<file path="src/rtl/location_cmd_scheduler.sv">
// -----------------------------------------------------------------------------
// location_cmd_scheduler
//
// Arbitrates commands from two requesters (A = user buttons, B = game logic)
// and replays each accepted command to location_data as a level pulse: one
// command line high for HOLD_CYCLES, then all lines low for GAP_CYCLES.
//
// Ports
//   clk                 rising-edge clock
//   reset               asynchronous, active-low reset
//   a_valid/a_op/a_data requester A command; a_ready = accepted this cycle
//   b_valid/b_op/b_data requester B command; b_ready = accepted this cycle
//   isSet_cethaValue .. isPlus_distValue  level command lines (at most one high)
//   set_cethaValue      value loaded by SET_CETHA, held until the next one
//   set_distValue       value loaded by SET_DIST,  held until the next one
//   busy                high in DRIVE and GAP
//   cmd_src             source of the current / last accepted command (0=A, 1=B)
//   cmd_done            one-cycle pulse on the last GAP cycle
//   err_illegal         one-cycle pulse the cycle after an illegal op is accepted
// -----------------------------------------------------------------------------
module location_cmd_scheduler #(
    parameter int HOLD_CYCLES = 2,
    parameter int GAP_CYCLES  = 2
) (
    input  logic       clk,
    input  logic       reset,
    input  logic       a_valid,
    input  logic [2:0] a_op,
    input  logic [4:0] a_data,
    output logic       a_ready,
    input  logic       b_valid,
    input  logic [2:0] b_op,
    input  logic [4:0] b_data,
    output logic       b_ready,
    output logic       isSet_cethaValue,
    output logic       isSet_distValue,
    output logic       isMinus_cethaValue,
    output logic       isPlus_cethaValue,
    output logic       isMinus_distValue,
    output logic       isPlus_distValue,
    output logic [4:0] set_cethaValue,
    output logic [4:0] set_distValue,
    output logic       busy,
    output logic       cmd_src,
    output logic       cmd_done,
    output logic       err_illegal
);

    typedef enum logic [1:0] {
        IDLE  = 2'd0,
        DRIVE = 2'd1,
        GAP   = 2'd2
    } state_t;

    localparam logic [2:0] OP_SET_CETHA = 3'd0;
    localparam logic [2:0] OP_SET_DIST  = 3'd1;
    localparam logic [2:0] OP_LAST_OK   = 3'd5;
    localparam logic [3:0] HOLD_LAST    = 4'(HOLD_CYCLES - 1);
    localparam logic [3:0] GAP_LAST     = 4'(GAP_CYCLES - 1);
    localparam logic [4:0] DIST_INIT    = 5'd10;

    state_t     state_q, state_d;
    logic [3:0] cnt_q, cnt_d;
    logic [2:0] op_q, op_d;
    logic       src_q, src_d;
    logic       last_q, last_d;     // 1 = B was granted last
    logic [4:0] cetha_q, cetha_d;
    logic [4:0] dist_q, dist_d;
    logic       err_q, err_d;

    logic       grant_a, grant_b;
    logic [2:0] sel_op;
    logic [4:0] sel_data;
    logic [5:0] line_vec;

    // Round-robin: a lone requester wins; on a tie the one not granted last wins.
    // Gating with reset keeps the ready outputs low while reset is held.
    assign grant_a  = reset && (state_q == IDLE) && a_valid && (!b_valid || last_q);
    assign grant_b  = reset && (state_q == IDLE) && b_valid && (!a_valid || !last_q);
    assign sel_op   = grant_a ? a_op   : b_op;
    assign sel_data = grant_a ? a_data : b_data;

    always_comb begin
        state_d  = state_q;
        cnt_d    = cnt_q;
        op_d     = op_q;
        src_d    = src_q;
        last_d   = last_q;
        cetha_d  = cetha_q;
        dist_d   = dist_q;
        err_d    = 1'b0;
        cmd_done = 1'b0;

        case (state_q)
            IDLE: begin
                if (grant_a || grant_b) begin
                    last_d = grant_b;
                    src_d  = grant_b;
                    if (sel_op > OP_LAST_OK) begin
                        // Illegal op is consumed but produces no command.
                        err_d = 1'b1;
                    end else begin
                        op_d    = sel_op;
                        state_d = DRIVE;
                        cnt_d   = 4'd0;
                        if (sel_op == OP_SET_CETHA) cetha_d = sel_data;
                        if (sel_op == OP_SET_DIST)  dist_d  = sel_data;
                    end
                end
            end
            DRIVE: begin
                if (cnt_q == HOLD_LAST) begin
                    state_d = GAP;
                    cnt_d   = 4'd0;
                end else begin
                    cnt_d = cnt_q + 4'd1;
                end
            end
            GAP: begin
                if (cnt_q == GAP_LAST) begin
                    state_d  = IDLE;
                    cnt_d    = 4'd0;
                    cmd_done = 1'b1;
                end else begin
                    cnt_d = cnt_q + 4'd1;
                end
            end
            default: begin
                state_d = IDLE;
                cnt_d   = 4'd0;
            end
        endcase
    end

    always_ff @(posedge clk or negedge reset) begin
        if (!reset) begin
            state_q <= IDLE;
            cnt_q   <= 4'd0;
            op_q    <= 3'd0;
            src_q   <= 1'b0;
            last_q  <= 1'b1;
            cetha_q <= 5'd0;
            dist_q  <= DIST_INIT;
            err_q   <= 1'b0;
        end else begin
            state_q <= state_d;
            cnt_q   <= cnt_d;
            op_q    <= op_d;
            src_q   <= src_d;
            last_q  <= last_d;
            cetha_q <= cetha_d;
            dist_q  <= dist_d;
            err_q   <= err_d;
        end
    end

    // Line gi is high only in DRIVE and only when the latched op equals gi,
    // so at most one line can ever be asserted.
    for (genvar gi = 0; gi < 6; gi++) begin : g_lines
        assign line_vec[gi] = (state_q == DRIVE) && (op_q == 3'(gi));
    end

    assign isSet_cethaValue   = line_vec[0];
    assign isSet_distValue    = line_vec[1];
    assign isMinus_cethaValue = line_vec[2];
    assign isPlus_cethaValue  = line_vec[3];
    assign isMinus_distValue  = line_vec[4];
    assign isPlus_distValue   = line_vec[5];

    assign a_ready        = grant_a;
    assign b_ready        = grant_b;
    assign set_cethaValue = cetha_q;
    assign set_distValue  = dist_q;
    assign busy           = (state_q != IDLE);
    assign cmd_src        = src_q;
    assign err_illegal    = err_q;

endmodule

</file>
<file path="config.mk">
export PLATFORM = sky130hd
export DESIGN_NAME = location_cmd_scheduler
export DESIGN_NICKNAME = d
export VERILOG_FILES = /design/src/rtl/location_cmd_scheduler.sv
export SDC_FILE = /design/constraint.sdc
export NUM_CORES = 1
export LEC_CHECK = 0
export CORE_MARGIN = 2
export CORE_UTILIZATION = 30
export DETAILED_ROUTE_END_ITERATION = 12
export GPL_TIMING_DRIVEN = 0
export SLEW_MARGIN = 20
export SYNTH_ARGS = -nofsm -noshare
export SYNTH_HDL_FRONTEND = slang
export SYNTH_SLANG_ARGS = --single-unit
</file>
<file path="constraint.sdc">
create_clock -name clk -period 5.53 [get_ports clk]
set_clock_uncertainty 0.15 [all_clocks]
set_input_delay 1.106 -clock clk [delete_from_list [all_inputs] [get_ports clk]]
set_output_delay 1.106 -clock clk [all_outputs]
set_load 0.005 [all_outputs]
</file>
==> results of run 1 <==
[registers in the layout, indices dropped and copies added (netlist names)]
signal,flops
last_q,1
op_q,3
cmd_src,1
state_q,2
err_illegal,1
set_distValue,5
set_cethaValue,5
cnt_q,4
[kinds of logic (layout without fill, tap and decap cells)]
| logic type | count (synthesis) | in the layout | share of synthesized area |
|---|---|---|---|
| mux | 15 | 15 | 0.145 |
| buf+inv | 10 | 55 | 0.0462 |
| flops | 22 | 22 | 0.409 |
| fa+ha+maj | 6 | 6 | 0.0554 |
| compound gates | 27 | 27 | 0.155 |
| simple gates | 42 | 42 | 0.189 |
[cell type report]
class,instances,area share
clock buffers,4,0.0241
flip-flops and latches,22,0.296
plain buffers,2,0.0167
multi-input cells,90,0.395
repair buffers,41,0.217
well taps,52,0.0348
inverters,8,0.0167
[per-stage QoR]
stage	util	instance area [um^2]
after global routing	0.430	1870
after global placement	0.420	1830
final	0.430	1870
after CTS	0.430	1870
after detailed placement	0.419	1830
after floorplan	-	1360
[synth_stat cells (2+ instances only)]
cell type	instances
a21oi_1	6
a31oi_1	6
o21ai_1	2
nand2_1	10
nor4bb_1	2
nand2b_1	2
inv_1	7
and3_1	2
dfstp_2	3
o2bb2ai_1	2
mux2i_1	5
dfrtp_1	19
a21oi_4	2
ha_1	6
nand3_2	2
mux2_4	9
nor2_1	10
nor3_1	2
o21ai_0	2
nand3_1	2
[power by group]
part	total, W	switching (W)	internal, W
sequential	0.000290	0.0000539	0.000236
clock	0.000102	0.0000509	0.0000514
combinational	0.000412	0.000175	0.000237
total	0.000804	0.000279	0.000525
[layer usage]
layer / share of wire / track usage
met4: 0.014 / 0.0398
met3: 0.064 / 0.0271
met2: 0.51 / 0.220
met5: 0 / 0
met1: 0.41 / 0.131
[path summary, 6_finish.rpt]
path | from | to | slack (ns) | cells after the start
hold reg to reg | cmd_src | cmd_src | 0.33 | 1
hold / removal | cmd_src | cmd_src | 0.33 | 1
setup reg to reg | state_q[0] | cnt_q[1] | 3.30 | 7
setup / recovery | a_valid | a_ready | 1.65 | 5
max in group asynchronous | reset | cnt_q[1] | 4.15 | 1
min in group asynchronous | reset | set_cethaValue[3] | 0.69 | 1
==> reports/metrics.cfg, run 1 <==
[placement]
portBuffers=41
dp_cells=215
pre_cts_slack_ns=1.62
routabilityCongestion=0.816
place_hpwl_um=2210

[floorplan]
core_um2=4350
die_area_um2=5070
start_util=0.311
die_w_um=71.2
rows=24
ios=42
die_y_um=71.2

[power]
p_total_w=0.000804
p_leak_nw=0.785
p_per_area_nw_per_um2=430
peakVddDrop_uv=189

[timing]
fmax_ghz=0.258
slew_headroom=0.609
layout_setup_ws_ns=1.65
timing.final.crit_share=0.702
slew_viol_final=0
finalCriticalPeriod_ns=3.88
fin_hold_ws_ns=0.330
finalSetupViolations=0
hold_viol=0
worstMarginPinSlew_ns=0.586
finalSetupTns_ns=0
rsz0062_at_grt=false

[critical_path]
cp_data_arrival_time_ns=2.62
startpoint_type=input port
worstPathCellList=clkdlybuf4s50_1 > and3_4 > nand2_4 > clkinv_2 > clkdlybuf4s50_1
worst_setup_path_end_kind=primary output
critPathMaxFanout=6
cp_slowest_cell=clkdlybuf4s50_1
worstSetupPathType=in -> out
slowest_delay_ns=0.58
required_ns=4.27
critPathTopFamily=buffers and inverters
crit_top_cell=clkdlybuf4s50_1
crit_buf_inv=3

[finish]
num-fill-cells=389
final_cell_mix=clkdlybuf4s50_1, dfrtp_1, nand2_1, nor2_1, mux2_4
regArea_um2=554
multiInputGateArea_um2=738
nets=194
instances_no_fill=219
drive_above_1_share=0.186
area_growth_pct=38.0
final_common_cell=clkdlybuf4s50_1
diodes=0

[global_route]
grt_pass1_vias=1115
grt_pass1_wl_um=4840
grt.total_usage=0.118
grt_overflow_total=0
antenna_found_initial=0
grt_max_degree=29

[cts]
clockBufferDepth=2
cts_tree=built
htree_levels=1
cts_sinks=22
post_cts_buffers=0
post_cts_resized=0
root_buffer=clkbuf_8
clk_latency_ns=0.26
hold_buffers=0
cts_inserted_buffers=3
clk_pin_slew_ns=0.07

[outcome]
outcome=finished, final reports clean

[synth]
synth_area_um2=1360
ys.flop_type=dfrtp_1
yosys.area.top_type=dfrtp_1
synth_seq_cells=22
synth.area.top_cells=dfrtp_1, mux2_4, dfstp_2
synth_cell_types=41
synth_top_area_frac=0.351
synthArstFlopShare=1.00
syn_avg_cell_area_um2=11.1
synth-edff-count=0
synth_nets=148
yosys_warnings=0
ys_seq_area_frac=0.409
syn_inst=122

[routing]
first_pass_iters=4
drt_iter0_markers=26
vias=1086
routedWlPerCell_um=13.0
routed_wl_um=2840
detail_route.vias_per_cell=4.96
drc=0
drtAntennaViolNets=0

[flow_run]
maxCapViolCount=0

[worst_hold_path]
hold_class=reg -> reg

Power figures use the tool's default switching activity.
==> inputs of run 2 (changes only) <==
==> constraint.sdc (replaced) <==
create_clock -name clk -period 3.78 [get_ports clk]
set_clock_uncertainty 0.15 [all_clocks]
set_input_delay 0.756 -clock clk [delete_from_list [all_inputs] [get_ports clk]]
set_output_delay 0.756 -clock clk [all_outputs]
set_load 0.005 [all_outputs]
==> results of run 2 <==
The final DEF is identical to that of run 1. Status: finished, final reports clean.
Main changes from that run: setup slack after placement 1.62 ns -> 0.566 ns; setup slack after layout 1.65 ns -> 0.600 ns; register-to-register setup slack 3.30 ns -> 1.55 ns; total power 0.000804 W -> 0.00118 W; worst IR drop on VDD 189 uV -> 276 uV
==> inputs of run 3 (changes only) <==
==> constraint.sdc (replaced) <==
create_clock -name clk -period 3 [get_ports clk]
set_clock_uncertainty 0.15 [all_clocks]
set_input_delay 0.6 -clock clk [delete_from_list [all_inputs] [get_ports clk]]
set_output_delay 0.6 -clock clk [all_outputs]
set_load 0.005 [all_outputs]
==> results of run 3 <==
The final DEF is identical to that of run 1. Status: finished, final reports clean.
Main changes from that run: setup slack after placement 1.62 ns -> 0.0979 ns; setup slack after layout 1.65 ns -> 0.132 ns; hold slack 0.330 ns -> 0.185 ns; register-to-register setup slack 3.30 ns -> 0.77 ns; total power 0.000804 W -> 0.00148 W; worst IR drop on VDD 189 uV -> 348 uV
